==> src/rtl/module_captura_operandos.sv <==
// Keypad operand capture: builds two sign-magnitude operands digit by digit
// and emits one-cycle commit strobes for the display selector and multiplier.
module module_captura_operandos #(
    parameter int unsigned MAX_MAG    = 255,
    parameter int unsigned MAX_DIGITS = 3,
    parameter logic [3:0]  KEY_NEG    = 4'hA,
    parameter logic [3:0]  KEY_ENTER  = 4'hB,
    parameter logic [3:0]  KEY_CLEAR  = 4'hC
) (
    input  logic       clk,
    input  logic       rst,
    input  logic       key_valid,
    input  logic [3:0] key_code,
    output logic [7:0] num_1,
    output logic       sig_1,
    output logic [7:0] num_2,
    output logic       sig_2,
    output logic       listo_1,
    output logic       listo_2,
    output logic       listo
);

    localparam int unsigned NW = 8;
    localparam int unsigned CANDW = 12;
    localparam int unsigned CW = $clog2(MAX_DIGITS + 1);

    typedef enum logic [1:0] {
        ENTRADA_1 = 2'd0,
        ENTRADA_2 = 2'd1,
        CONFIRMA  = 2'd2,
        RESULTADO = 2'd3
    } state_t;

    state_t          state_q, state_d;
    logic            key_valid_q;
    logic [NW-1:0]   num1_q, num1_d, num2_q, num2_d;
    logic            sig1_q, sig1_d, sig2_q, sig2_d;
    logic [CW-1:0]   cnt_q, cnt_d;
    logic            listo_1_q, listo_1_d, listo_2_q, listo_2_d, listo_q, listo_d;

    logic             key_ev;
    logic             is_digit;
    logic             digit_ok;
    logic [NW-1:0]    act_num;
    logic [CANDW-1:0] cand;

    // State register
    always_ff @(posedge clk or negedge rst) begin
        if (!rst) begin
            state_q     <= ENTRADA_1;
            key_valid_q <= 1'b0;
            num1_q      <= '0;
            sig1_q      <= 1'b0;
            num2_q      <= '0;
            sig2_q      <= 1'b0;
            cnt_q       <= '0;
            listo_1_q   <= 1'b0;
            listo_2_q   <= 1'b0;
            listo_q     <= 1'b0;
        end else begin
            state_q     <= state_d;
            key_valid_q <= key_valid;
            num1_q      <= num1_d;
            sig1_q      <= sig1_d;
            num2_q      <= num2_d;
            sig2_q      <= sig2_d;
            cnt_q       <= cnt_d;
            listo_1_q   <= listo_1_d;
            listo_2_q   <= listo_2_d;
            listo_q     <= listo_d;
        end
    end

    // Next-state and operand editing
    always_comb begin
        state_d   = state_q;
        num1_d    = num1_q;
        sig1_d    = sig1_q;
        num2_d    = num2_q;
        sig2_d    = sig2_q;
        cnt_d     = cnt_q;
        listo_1_d = 1'b0;
        listo_2_d = 1'b0;
        listo_d   = 1'b0;

        key_ev   = key_valid & ~key_valid_q;
        is_digit = (key_code <= 4'd9);
        act_num  = (state_q == ENTRADA_2) ? num2_q : num1_q;
        // Wide candidate so out-of-range values are seen before truncation
        cand     = CANDW'(act_num) * CANDW'(10) + CANDW'(key_code);
        digit_ok = (cnt_q < CW'(MAX_DIGITS)) && (cand <= CANDW'(MAX_MAG));

        if (key_ev) begin
            if (key_code == KEY_CLEAR) begin
                num1_d    = '0;
                sig1_d    = 1'b0;
                num2_d    = '0;
                sig2_d    = 1'b0;
                cnt_d     = '0;
                state_d   = ENTRADA_1;
                listo_1_d = 1'b1;
            end else begin
                case (state_q)
                    ENTRADA_1: begin
                        if (is_digit) begin
                            if (digit_ok) begin
                                num1_d = cand[NW-1:0];
                                cnt_d  = cnt_q + CW'(1);
                            end
                        end else if (key_code == KEY_NEG) begin
                            sig1_d = ~sig1_q;
                        end else if (key_code == KEY_ENTER) begin
                            if (num1_q == '0) sig1_d = 1'b0;
                            num2_d    = '0;
                            sig2_d    = 1'b0;
                            cnt_d     = '0;
                            listo_1_d = 1'b1;
                            state_d   = ENTRADA_2;
                        end
                    end
                    ENTRADA_2: begin
                        if (is_digit) begin
                            if (digit_ok) begin
                                num2_d = cand[NW-1:0];
                                cnt_d  = cnt_q + CW'(1);
                            end
                        end else if (key_code == KEY_NEG) begin
                            sig2_d = ~sig2_q;
                        end else if (key_code == KEY_ENTER) begin
                            if (num2_q == '0) sig2_d = 1'b0;
                            listo_2_d = 1'b1;
                            state_d   = CONFIRMA;
                        end
                    end
                    CONFIRMA: begin
                        if (key_code == KEY_ENTER) begin
                            listo_d = 1'b1;
                            state_d = RESULTADO;
                        end
                    end
                    default: ;
                endcase
            end
        end
    end

    assign num_1   = num1_q;
    assign sig_1   = sig1_q;
    assign num_2   = num2_q;
    assign sig_2   = sig2_q;
    assign listo_1 = listo_1_q;
    assign listo_2 = listo_2_q;
    assign listo   = listo_q;

endmodule

==> config.mk <==
export PLATFORM = sky130hd
export DESIGN_NAME = module_captura_operandos
export DESIGN_NICKNAME = d
export VERILOG_FILES = /design/src/rtl/module_captura_operandos.sv
export SDC_FILE = /design/constraint.sdc
export NUM_CORES = 1
export LEC_CHECK = 0
export ABC_CLOCK_PERIOD_IN_PS = 3800
export BUFFER_PORTS_ARGS = -buffer_cell sky130_fd_sc_hd__buf_2
export CORE_MARGIN = 10
export CORE_UTILIZATION = 50
export CTS_BUF_LIST = sky130_fd_sc_hd__clkbuf_16
export CTS_CLUSTER_DIAMETER = 120
export CTS_CLUSTER_SIZE = 10
export DETAILED_ROUTE_END_ITERATION = 10
export PLACE_DENSITY = 0.82
export SYNTH_ARGS = -nofsm -noshare
export SYNTH_HDL_FRONTEND = slang
export SYNTH_SLANG_ARGS = --single-unit
==> constraint.sdc <==
create_clock -name clk -period 3.8 [get_ports clk]
set_input_delay 0 -clock clk [delete_from_list [all_inputs] [get_ports clk]]
set_output_delay 0 -clock clk [all_outputs]
set_load 0.01 [all_outputs]
Word-level counts from Yosys, hierarchy flattened

Index checks and enable logic that the tools add are counted.

$add $sub $neg: 2
Multipliers: 1
Magnitude comparators: 3
Equality and inequality tests: 19
Mux-type cells: 53
Bitwise operators: 4
Reductions and logical operators: 17

Operator list:

| operator                                               | number |
|---|---|
| two-way mux 8 bit                                      | 9 |
| two-way mux 2 bit                                      | 14 |
| two-way mux 1 bit                                      | 26 |
| zero test 8 bit                                        | 2 |
| case mux 8 bit (2 select lines)                        | 1 |
| inequality test 3 bit (second input constant)          | 5 |
| adder 12 x 4 -> 12 bit                                 | 1 |
| equality test 4 bit (second input constant)            | 3 |
| <= comparator 12 x 8 -> 1 bit (second input constant)  | 1 |
| multiplier 8 x 3 -> 11 bit (second input constant)     | 1 |
| AND reduction 5 bit                                    | 2 |
| inequality test 3 x 2 -> 1 bit (second input constant) | 3 |
| AND reduction 9 bit                                    | 1 |
| nonzero test 3 bit                                     | 3 |
| inequality test 4 x 1 -> 1 bit (second input constant) | 2 |
| inequality test 4 bit (second input constant)          | 2 |
| AND reduction 8 bit                                    | 1 |
| AND reduction 7 bit                                    | 1 |
| case mux 2 bit (3 select lines)                        | 1 |
| nonzero test 2 bit                                     | 3 |
| <= comparator 4 bit (second input constant)            | 1 |
| case mux 2 bit (2 select lines)                        | 1 |
| AND reduction 4 bit                                    | 1 |
| nonzero test 4 bit                                     | 1 |
| 11 further kinds                                       | 13 |

Register bits: 26
Input bits: 7
Output and inout bits: 21
Word-level logic and storage cells: 109

Longest topological paths before layout

Gate-level depths: netlist of run 1.

Depth after elaboration: 10
Depth in mapped cells: 16
Depth with buffers taken out: 14

Least setup slack after synthesis of run 1

No wires, ideal clock.

Path type: reg-to-reg
Start: register state_q[1]
End: register num1_q[0] (netlist: num_1[0])
Setup time: 0.079 ns
Data arrival time: 3.756 ns
Required time: 3.721 ns
Path slack: -0.035 ns
Cell stages (with the launch flop): 16
Buffers on the path: 2
Path through: dfrtp_1 > inv_1 > ha_1 > buf_2 > buf_1 > mux2_2 > ha_1 > ha_1 > inv_1 > fa_1 > or2b_1 > nor3_1 > and4_4 > o21ai_4 > nor3_4 > mux2i_1

Cells in the longest elaborated chain, start to end: 8

Ends and longest elaborated chain:

| element                           | RTL line | text |
|---|---|---|
| start, declared                   | 34       | `state_t state_q, state_d;` |
| start signal, assigned            | 61       | `state_q <= state_d;` |
| equality test 2 x 1 -> 1 bit      | 88       | `act_num = (state_q == ENTRADA_2) ? num2_q : num1_q;` |
| two-way mux 8 bit                 | 88       |  |
| multiplier 8 x 3 -> 11 bit        | 90       | `cand = CANDW'(act_num) * CANDW'(10) + CANDW'(key_code);` |
| adder 12 x 4 -> 12 bit            | 90       |  |
| <= comparator 12 x 8 -> 1 bit     | 91       | `digit_ok = (cnt_q < CW'(MAX_DIGITS)) && (cand <= CANDW'(MAX_MAG));` |
| logical AND 1 bit                 | 91       |  |
| nonzero test 2 bit (no line)      | -        |  |
| AND reduction 4 bit (no line) (*) | -        |  |
| end signal, assigned              | 63       | `num1_q <= num1_d;` |
| end, declared                     | 36       | `logic [NW-1:0] num1_q, num1_d, num2_q, num2_d;` |

Every way passes the cells marked *; elsewhere a longest branch is shown, timed or not.
A chain may end at the register's enable or synchronous reset.

Final worst setup path of run 1

Start: register state_q[1]
End: register num2_q[2] (netlist: num_2[2])

Cells in the longest elaborated chain, start to end: 8

Ends and longest elaborated chain:

| element                                                                                     | RTL line | text |
|---|---|---|
| equality test 2 x 1 -> 1 bit                                                                | 88, 103  |  |
| two-way mux 8 bit                                                                           | 88       |  |
| multiplier 8 x 3 -> 11 bit                                                                  | 90       |  |
| adder 12 x 4 -> 12 bit                                                                      | 90       |  |
| <= comparator 12 x 8 -> 1 bit or two-way mux 8 bit (tied branches)                          | 91, 123  |  |
| logical AND 1 bit or two-way mux 8 bit (tied branches)                                      | -        |  |
| inequality test 3 x 2 -> 1 bit (no line) or case mux 8 bit (2 select lines) (tied branches) | -        |  |
| AND reduction 7 bit (no line) or two-way mux 8 bit (tied branches)                          | -        |  |
| end signal, assigned                                                                        | 65       | `num2_q <= num2_d;` |
| end, declared                                                                               | 36       |  |

Parallel ways exist; a longest one is shown, timed or not. The select of a mux whose other input is x is not followed.

==> results of run 1 <==
-- power by group --
| part | switching [mW] | internal (mW) |
|---|---|---|
| registers | 0.121 | 0.367 |
| clock network | 0.0939 | 0.141 |
| logic | 1.04 | 0.724 |
-- registers in the layout, summed over array words and instances, names as in the netlist, 2 cells and up --
register  count
num_2         8
num_1         8
cnt_q         2
state_q       2
-- layer usage --
metal | part of all wire, % | global-route usage, %
met5 | 0 | 0
met3 | 8.4 | 2.83
met1 | 41 | 17.3
met4 | 2.9 | 4.31
met2 | 48 | 25.3
-- repair_timing --
action	CTS	global route
hold buffers	2	0
gates resized for setup	1	4
buffers inserted	0	1
endpoints found under the hold margin	27	0
gates cloned	0	0
pin swaps	0	0
endpoints found under the setup margin	2	16
-- worst max-delay path, stage by stage (launching register included) --
cell	delay, ns
dfrtp_1	0.41
inv_1	0.15
ha_4	0.24
mux2_2	0.37
ha_1	0.20
ha_1	0.21
inv_1	0.08
fa_1	0.44
or2b_1	0.27
nor3_1	0.21
and4_4	0.28
o21a_1	0.27
nand3_1	0.24
o2bb2ai_1	0.19
-- layout make-up --
type                       instances  share of cell area (%)
timing repair buffer              35                    8.56
multi-input combinational        165                    55.5
inverter                          14                    2.25
tap                               48                    2.57
clock buffer                       3                    3.21
sequential                        26                    27.8
clock inverter                     1                   0.160
-- synth_stat cells, types with 4 or more instances --
master,instances
ha_1,18
a21o_1,4
nor3_1,7
nand3_1,9
inv_1,13
nand2_1,23
dfrtp_1,26
nor4_1,4
nor2_1,11
o21ai_0,6
xor2_1,7
a21oi_1,8
o2bb2ai_1,5
mux2_2,8
mux2i_1,11
-- kinds of logic (layout without fill, tap and decap cells) --
| logic type | count (synthesis) | in the layout | share of synthesized area (%) |
|---|---|---|---|
| simple gates | 73 | 73 | 19.0 |
| fa+ha+maj | 20 | 20 | 13.3 |
| compound gates | 43 | 43 | 16.6 |
| buf+inv | 18 | 53 | 3.58 |
| mux | 19 | 19 | 10.1 |
| flops | 26 | 26 | 32.7 |
| xor+xnor | 10 | 10 | 4.78 |
-- worst paths after layout --
kind	from	to	slack, ns	cells after the start
worst max register to register	state_q[1]$_DFFE_PN0P_	num_2[2]$_DFFE_PN0P_	0.16	13
worst min-delay path	key_code[0]	listo_1$_DFF_PN0_	0.08	3
worst max-delay path	state_q[1]$_DFFE_PN0P_	num_2[2]$_DFFE_PN0P_	0.16	13
min in group asynchronous	rst	sig_1$_DFFE_PN0P_	0.27	2
worst min register to register	sig_2$_DFFE_PN0P_	sig_2$_DFFE_PN0P_	0.51	1
max in group asynchronous	rst	num_1[5]$_DFFE_PN0P_	3.15	2
==> impl_metrics.env, run 1 <==
export IMPL_seq_area_um2=651
export IMPL_fin_nets=272
export IMPL_cts_tree="done"
export IMPL_grt_pass1_wl_um=8610
export IMPL_clockBufferDepth=2
export IMPL_drive_above_1_share_pct=24.2
export IMPL_ys_ff_latch=26
export IMPL_cts_root_buf="clkbuf_16"
export IMPL_cp_end_kind="flop"
export IMPL_hold_slack_ns=0.0753
export IMPL_worstHoldPathType="in -> reg"
export IMPL_max_vdd_ir_drop_mv=0.882
export IMPL_die_area_um2=6900
export IMPL_hold_violations=0
export IMPL_yosysWarnings=0
export IMPL_async_flop_share_pct=100
export IMPL_first_global_vias=1836
export IMPL_dpl_cell_area_um2=2200
export IMPL_layout_commonest_cell="buf_2"
export IMPL_cts_sinks=26
export IMPL_area_delta_synth_final_pct=17.5
export IMPL_syn_area_per_cell_um2=9.52
export IMPL_drt_wirelength_per_cell_um=18.3
export IMPL_path_max_fanout=8
export IMPL_p_leak_nw=1.13
export IMPL_worst_pin_slew_ns=0.584
export IMPL_antennaDiodeCount=0
export IMPL_fin_ws_ns=0.155
export IMPL_final_cell_mix="27 x buf_2, 26 x dfrtp_1, 23 x nand2_1"
export IMPL_fin_area_um2=2340
export IMPL_synth_top_area_share_pct=32.7
export IMPL_finalNonFillerCells=292
export IMPL_place_ws_ns=0.0300
export IMPL_maxCapViolCount=0
export IMPL_hpwlAfterDp_um=4110
export IMPL_vias=1800
export IMPL_cts_clk_slew_worst_paths_ns=0.06
export IMPL_num_fill_cells=306
export IMPL_period_needed_ns=3.64
export IMPL_dr_pass1_iters=4
export IMPL_relSlewSlack_pct=61.0
export IMPL_gr_usage_all_layers_pct=14.5
export IMPL_h_tree_depth=1
export IMPL_die_w_um=83.1
export IMPL_ys_seq_area_share_pct=32.7
export IMPL_fmax_mhz=274
export IMPL_synth_area_leaders="dfrtp_1 33%, ha_1 11%, mux2i_1 5.5%"
export IMPL_arrival_ns=3.83
export IMPL_synth_cell_types=49
export IMPL_num_rows=22
export IMPL_synth_edf_count=0
export IMPL_gr_total_overflow=0
export IMPL_via_per_inst=6.16
export IMPL_syn_inst=209
export IMPL_routabilityCongestion=0.936
export IMPL_post_route_util_pct=62.5
export IMPL_tns_ns=0
export IMPL_place_inst=285
export IMPL_period_share_pct=95.9
export IMPL_antenna_found_initial=0
export IMPL_wirelength_um=5330
export IMPL_p_per_area_nw_per_um2=1060
export IMPL_finalMaxSlewViolations=0
export IMPL_outcome="completed"
export IMPL_synth_nets=236
export IMPL_synthesis_area_um2=1990
export IMPL_drc=0
export IMPL_setup_violations=0
export IMPL_drt_iter0_drc=180
export IMPL_grt_max_degree=27
export IMPL_io_pins=28
export IMPL_clkLatencyLatePin_ns=0.26
export IMPL_critPathRequiredTime_ns=3.98
export IMPL_rsz0062_at_grt="no"
export IMPL_crit_type="reg -> reg"
export IMPL_port_buffer_count=27
export IMPL_cts_buffers=3
export IMPL_drtAntennaViolNets=0
export IMPL_worst_clock_skew_ns=0.00334
export IMPL_die_h_um=83.1
export IMPL_start_util_pct=53.2
export IMPL_synth_ff_type="dfrtp_1"
export IMPL_yosys_area_top_type="dfrtp_1"
export IMPL_multi_input_area_um2=1300
export IMPL_core_um2=3740
export IMPL_total_power_mw=2.49
export IMPL_startpoint_type="flop"
No activity file was read; power rests on OpenSTA's default activity.
==> run 2: changes to the inputs <==
--- a/config.mk
+++ b/config.mk
@@ -5,6 +5,7 @@
 export SDC_FILE = /design/constraint.sdc
 export NUM_CORES = 1
 export LEC_CHECK = 0
+export ABC_AREA = 1
 export ABC_CLOCK_PERIOD_IN_PS = 3800
 export BUFFER_PORTS_ARGS = -buffer_cell sky130_fd_sc_hd__buf_2
 export CORE_MARGIN = 10
@@ -13,7 +14,7 @@
 export CTS_CLUSTER_DIAMETER = 120
 export CTS_CLUSTER_SIZE = 10
 export DETAILED_ROUTE_END_ITERATION = 10
-export PLACE_DENSITY = 0.82
+export PLACE_DENSITY = 0.81
 export SYNTH_ARGS = -nofsm -noshare
 export SYNTH_HDL_FRONTEND = slang
 export SYNTH_SLANG_ARGS = --single-unit
==> run 2 against run 1 <==
Against the previous run:
- wire length rose by 7.2%
- cell count rose by 28%
- non-clock buffer count fell by 5
- area after synthesis rose by 6.3%
- sequential share of layout area fell by 0.96 points
- core utilization fell by 2.8 points
- clock power rose by 30%
- global-route usage rose by 1.1 points
- synthesized cell count rose by 41%
- setup slack improved by 0.17 ns
- via count rose by 16%
- first-iteration DRC count rose by 26%
- largest cell class unchanged
- largest power group unchanged
==> impl_metrics.env, run 2 <==
export IMPL_p_seq_share_pct=22.3
export IMPL_clockBufferDepth=2
export IMPL_synthTopCellsByCount="94 x nand2_1, 40 x inv_1, 26 x dfrtp_1"
export IMPL_drtAntennaViolNets=0
export IMPL_p_per_area_nw_per_um2=854
export IMPL_gr_usage_all_layers_pct=15.6
export IMPL_synth_area_leaders="dfrtp_1 31%, nand2_1 17%, ha_1 11%"
export IMPL_cts_root_buf="clkbuf_16"
export IMPL_hpwlAfterDp_um=4400
export IMPL_yosysWarnings=0
export IMPL_drt_iter0_drc=226
export IMPL_finalMaxSlewViolations=0
export IMPL_io_pins=28
export IMPL_startpoint_type="flop"
export IMPL_r2r_end="num_2[6]$_DFFE_PN0P_"
export IMPL_dr_pass1_iters=5
export IMPL_arrival_ns=3.63
export IMPL_num_rows=23
export IMPL_rrSetupSlack_ns=0.33
export IMPL_synth_nets=321
export IMPL_grt_max_degree=27
export IMPL_relSlewSlack_pct=61.9
export IMPL_combPwrFrac_pct=63.0
export IMPL_async_flop_share_pct=100
export IMPL_die_h_um=85.1
export IMPL_rsz0062_at_grt="no"
export IMPL_crit_buf_inv=4
export IMPL_period_share_pct=91.4
export IMPL_wirelength_um=5720
export IMPL_power_switching_mw=1.05
export IMPL_crit_family="adder cells"
export IMPL_synth_edf_count=0
export IMPL_fin_nets=353
export IMPL_layout_commonest_cell="nand2_1"
export IMPL_internal_power_mw=1.02
export IMPL_drc=0
export IMPL_cp_end_kind="flop"
export IMPL_cts_sinks=26
export IMPL_p_leak_nw=1.37
export IMPL_synth_ff_type="dfrtp_1"
export IMPL_slowest_stage="fa_1"
export IMPL_fin_area_um2=2420
export IMPL_hold_violations=0
export IMPL_synth_cell_types=34
export IMPL_path_max_fanout=11
export IMPL_crit_type="reg -> reg"
export IMPL_met1_usage_pct=20.0
export IMPL_slowest_delay_ns=0.46
export IMPL_max_vdd_ir_drop_mv=0.394
export IMPL_min_path_cells=3
export IMPL_grt_busiest_layer="met2"
export IMPL_min_to="num_1[0]$_DFFE_PN0P_"
export IMPL_outcome="completed"
export IMPL_area_delta_synth_final_pct=14.5
export IMPL_synth_top_area_share_pct=30.7
export IMPL_syn_area_per_cell_um2=7.20
export IMPL_routabilityCongestion=0.898
export IMPL_setup_violations=0
export IMPL_fmax_mhz=288
export IMPL_worstHoldPathType="in -> reg"
export IMPL_start_util_pct=52.2
export IMPL_worst_clock_skew_ns=0.00242
export IMPL_cts_tree="done"
export IMPL_drt_wirelength_per_cell_um=15.2
export IMPL_cts_clk_slew_worst_paths_ns=0.07
export IMPL_worstRegToRegCells=19
export IMPL_cts_setup_buffers=0
export IMPL_clkPwrFrac_pct=14.8
export IMPL_syn_inst=294
export IMPL_swShare_pct=50.6
export IMPL_use_met2_pct=25.3
export IMPL_worstPathCellList="inv_1, ha_1, buf_4, inv_2, nand2_1, nand2_1, ha_1, inv_1, fa_1, xnor2_1, nand2_2, nor2_4, nand2_2, nand2_2, nand2_4, o21bai_2, nand2_2, nand2_1, nand2_1"
export IMPL_first_global_vias=2033
export IMPL_antennaDiodeCount=0
export IMPL_vias=2094
export IMPL_maxCapViolCount=0
export IMPL_clkLatencyLatePin_ns=0.26
export IMPL_h_tree_depth=1
export IMPL_cts_buffers=3
export IMPL_drive_above_1_share_pct=16.0
export IMPL_die_w_um=85.1
export IMPL_post_route_util_pct=59.7
export IMPL_use_met3_pct=3.35
export IMPL_grt_pass1_wl_um=9560
export IMPL_die_area_um2=7240
export IMPL_period_needed_ns=3.47
export IMPL_synthesis_area_um2=2120
export IMPL_via_per_inst=5.58
export IMPL_final_cell_mix="94 x nand2_1, 40 x inv_1, 27 x buf_2"
export IMPL_dpl_cell_area_um2=2300
export IMPL_ys_seq_area_share_pct=30.7
export IMPL_gr_total_overflow=0
export IMPL_ys_ff_latch=26
export IMPL_core_um2=4060
export IMPL_antenna_found_initial=0
export IMPL_hold_start="key_code[0]"
export IMPL_synth_most_common_cell="nand2_1"
export IMPL_yosys_area_top_type="dfrtp_1"
export IMPL_worst_pin_slew_ns=0.566
export IMPL_tns_ns=0
export IMPL_critPathRequiredTime_ns=3.95
export IMPL_r2r_start="state_q[1]$_DFFE_PN0P_"
export IMPL_port_buffer_count=27
## run 2: cell count changes in the layout (fill, tap and decap cells not counted), moves of 4 or more
cell       before  now
nor3_1          7    3
nand2_1        23   94
nand2_2         0    7
inv_1          13   40
nand3_1         9   18
xor2_1          7    1
buf_4           6    1
mux2_2          8    0
o21ai_1         0    5
nor2_1         11   24
nand4_1         3   18
o2bb2ai_1       5    0
mux2i_1         9    0
## run 2: tightest hold or removal path, cell delays in order
cell and delay, ns:
buf_2 0.16, nand3_1 0.10, nand2_1 0.05
## run 2: cells by family (layout without fill, tap and decap cells)
group | count (synthesis) | count (layout) | synth area share (%)
DFF | 26 | 26 | 30.7
AOI/OAI and AO/OA | 22 | 22 | 6.86
buffers and inverters | 45 | 76 | 8.57
and+or+nand+nor | 176 | 176 | 39.2
xor gates and xnor gates | 5 | 5 | 2.07
adders and majority gates | 20 | 20 | 12.5
## run 2: final cells by class
type,count,area [µm²]
sequential,26,651
clock inverter,1,30.0
fill,355,1630
multi-input combinational,223,1280
clock buffer,3,75.1
tap,50,62.6
inverter,42,158
timing repair buffer,30,163
## run 2: worst max path at each step
stage | startpoint | to | slack [ns] | depth (start not counted)
6_report | state_q[1]$_DFFE_PN0P_ | num_2[6]$_DFFE_PN0P_ | 0.33 | 19
3_5_place_dp | state_q[1]$_DFFE_PN0P_ | num_1[5]$_DFFE_PN0P_ | 0.33 | 19
3_3_place_gp | state_q[0]$_DFFE_PN0P_ | num_2[0]$_DFFE_PN0P_ | 0.46 | 18
2_1_floorplan | state_q[1]$_DFFE_PN0P_ | num_1[6]$_DFFE_PN0P_ | 0.60 | 21
5_1_grt | state_q[1]$_DFFE_PN0P_ | num_2[6]$_DFFE_PN0P_ | 0.04 | 20
4_1_cts | state_q[1]$_DFFE_PN0P_ | num_1[5]$_DFFE_PN0P_ | 0.31 | 19
## run 2: per-layer routing
metal	routed length, µm	vias up
met5	0	-
met4	148	0
met3	460	17
met2	2590	114
met1	2520	950
li1	-	1013
## run 2: what timing repair did
| item | 4_1_cts | 5_1_grt |
|---|---|---|
| setup endpoints to repair | 0 | 6 |
| hold buffers | 2 | 0 |
| resized for setup | 0 | 2 |
| endpoints found under the hold margin | 27 | 0 |
## run 2: per-stage QoR
| step | setup slack, ns | power [mW] | instances | hold slack [ns] |
|---|---|---|---|---|
| floorplan | 0.599 | 1.43 | 294 | -0.296 |
| finish | 0.326 | 2.07 | 375 | 0.0863 |
| detailed placement | 0.334 | 1.72 | 369 | 0.0264 |
| CTS | 0.307 | 2.04 | 375 | 0.0716 |
| global route | 0.0397 | 2.24 | 375 | 0.0853 |
| global placement | 0.461 | 1.68 | 369 | 0.0189 |
## run 2: power by group through the flow
stage                     Sequential, mW  Clock, mW  Combinational [mW]
final                              0.461      0.306                1.30
after global routing               0.471      0.324                1.44
after CTS                          0.456      0.309                1.28
after detailed placement           0.459          0                1.26
after global placement             0.456          0                1.23
after floorplan                    0.461          0               0.968
==> run 3: changes to the inputs <==
--- a/config.mk
+++ b/config.mk
@@ -14,6 +14,7 @@
 export CTS_CLUSTER_DIAMETER = 120
 export CTS_CLUSTER_SIZE = 10
 export DETAILED_ROUTE_END_ITERATION = 10
+export GPL_TIMING_DRIVEN = 0
 export PLACE_DENSITY = 0.81
 export SYNTH_ARGS = -nofsm -noshare
 export SYNTH_HDL_FRONTEND = slang
==> run 3 against run 2 <==
Against the previous run:
- die area unchanged
- power decreased by 1.9%
- non-clock buffer count increased by 2
- first-iteration DRC count decreased by 24%
- global-route usage decreased by 1.1 points
- wire length decreased by 7.1%
- sequential share of layout area decreased by 0.097 points
- largest power group unchanged
==> impl_metrics.env, run 3 (same netlist as run 2, synthesis figures left out) <==
export IMPL_die_area_um2=7240
export IMPL_dpl_cell_area_um2=2310
export IMPL_gr_total_overflow=0
export IMPL_dr_pass1_iters=5
export IMPL_clkLatencyLatePin_ns=0.26
export IMPL_start_util_pct=52.2
export IMPL_antennaDiodeCount=0
export IMPL_swShare_pct=50.8
export IMPL_outcome="completed"
export IMPL_cts_clk_slew_worst_paths_ns=0.06
export IMPL_max_vdd_ir_drop_mv=0.395
export IMPL_p_per_area_nw_per_um2=835
export IMPL_final_cell_mix="94 x nand2_1, 40 x inv_1, 28 x buf_2"
export IMPL_period_share_pct=90.6
export IMPL_gr_usage_all_layers_pct=14.5
export IMPL_die_h_um=85.1
export IMPL_finalMaxSlewViolations=0
export IMPL_startpoint_type="flop"
export IMPL_grt_max_degree=27
export IMPL_port_buffer_count=27
export IMPL_clkPwrFrac_pct=11.2
export IMPL_die_w_um=85.1
export IMPL_num_rows=23
export IMPL_hold_slack_ns=0.0630
export IMPL_io_pins=28
export IMPL_num_fill_cells=355
export IMPL_crit_type="reg -> reg"
export IMPL_antenna_found_initial=0
export IMPL_worst_clock_skew_ns=0.00558
export IMPL_routabilityCongestion=0.946
export IMPL_p_leak_nw=1.36
export IMPL_maxCapViolCount=0
export IMPL_setup_violations=0
export IMPL_p_seq_share_pct=22.1
export IMPL_vias=2026
export IMPL_h_tree_depth=1
export IMPL_first_global_vias=1928
export IMPL_period_needed_ns=3.44
export IMPL_cts_sinks=26
export IMPL_hpwlAfterDp_um=4120
export IMPL_cts_buffers=3
export IMPL_drtAntennaViolNets=0
export IMPL_cts_tree="done"
export IMPL_fin_area_um2=2430
export IMPL_via_per_inst=5.39
export IMPL_rsz0062_at_grt="no"
export IMPL_path_max_fanout=10
export IMPL_relSlewSlack_pct=62.2
export IMPL_layout_commonest_cell="nand2_1"
export IMPL_total_power_mw=2.03
export IMPL_cp_end_kind="flop"
export IMPL_cts_root_buf="clkbuf_16"
export IMPL_area_delta_synth_final_pct=14.9
export IMPL_internal_power_mw=0.999
export IMPL_critPathRequiredTime_ns=3.94
export IMPL_cts_setup_buffers=0
export IMPL_power_switching_mw=1.03
export IMPL_hold_violations=0
export IMPL_drt_wirelength_per_cell_um=14.1
export IMPL_drt_iter0_drc=171
export IMPL_arrival_ns=3.59
export IMPL_post_route_util_pct=59.9
export IMPL_fmax_mhz=291
export IMPL_worstHoldPathType="in -> reg"
export IMPL_clockBufferDepth=2
export IMPL_worst_pin_slew_ns=0.567
export IMPL_combPwrFrac_pct=66.6
export IMPL_grt_pass1_wl_um=8980
export IMPL_drc=0
export IMPL_drive_above_1_share_pct=17.2
export IMPL_fin_nets=355
export IMPL_core_um2=4060
export IMPL_wirelength_um=5310
run 3: what timing repair did:
item	in CTS	in global routing
cloned	0	0
endpoints found under the setup margin	16	18
hold buffers	2	0
hold endpoints to repair	27	0
resized for setup	1	7
run 3: worst max-delay path: stages (launching register included):
cell,delay [ns]
dfrtp_1,0.38
inv_1,0.15
ha_4,0.20
clkbuf_4,0.21
nand2_1,0.09
o21ai_2,0.10
inv_1,0.10
nor2_2,0.16
nor2_1,0.06
ha_1,0.24
inv_1,0.08
fa_1,0.44
inv_1,0.12
nand2_2,0.09
nor2_4,0.16
nand2_2,0.06
nand2_2,0.08
nand2_4,0.09
o21bai_2,0.22
nand2_2,0.15
nand2_1,0.09
nand2_1,0.05
run 3: final cells by class:
class / count / area [µm²] / area share, %
Buffer: 3 / 27.5 / 1.13
Multi-Input combinational cell: 223 / 1300 / 53.6
Sequential cell: 26 / 651 / 26.7
Timing Repair Buffer: 29 / 155 / 6.38
Inverter: 42 / 158 / 6.48
Tap cell: 50 / 62.6 / 2.57
Clock buffer: 3 / 75.1 / 3.09
run 3: path summary, 6_finish.rpt:
kind,to,slack (ns),start,cells past startpoint
min in group asynchronous,key_valid_q$_DFF_PN0_,0.27,rst,2
max in group asynchronous,num_1[2]$_DFFE_PN0P_,3.14,rst,2
min reg2reg,sig_1$_DFFE_PN0P_,0.51,sig_1$_DFFE_PN0P_,1
max reg2reg,num_2[6]$_DFFE_PN0P_,0.36,state_q[1]$_DFFE_PN0P_,21
max,num_2[6]$_DFFE_PN0P_,0.36,state_q[1]$_DFFE_PN0P_,21
min,num_1[0]$_DFFE_PN0P_,0.06,key_code[0],3
run 3: layer usage:
| metal | vias to the layer above | global-route usage [%] | wire, µm |
|---|---|---|---|
| met5 | - | 0 | 0 |
| met4 | 0 | 3.74 | 60 |
| met3 | 6 | 2.20 | 333 |
| met2 | 71 | 24.5 | 2460 |
| met1 | 935 | 18.6 | 2460 |
| li1 | 1014 | - | - |
run 3: per-stage QoR:
step	setup slack (ns)	std cells	setup TNS, ns
3_3_place_gp	0.0744	371	0
3_5_place_dp	-0.0348	371	-0.243
4_1_cts	0.0833	376	0
6_report	0.359	376	0
5_1_grt	0.0437	376	0
2_1_floorplan	0.599	294	0
run 3: power by group through the flow:
stage | registers, mW | clock network [mW] | logic, mW
3_5_place_dp | 0.448 | 0 | 1.30
4_1_cts | 0.444 | 0.231 | 1.32
6_report | 0.449 | 0.228 | 1.35
3_3_place_gp | 0.446 | 0 | 1.26
2_1_floorplan | 0.461 | 0 | 0.968
5_1_grt | 0.461 | 0.247 | 1.50
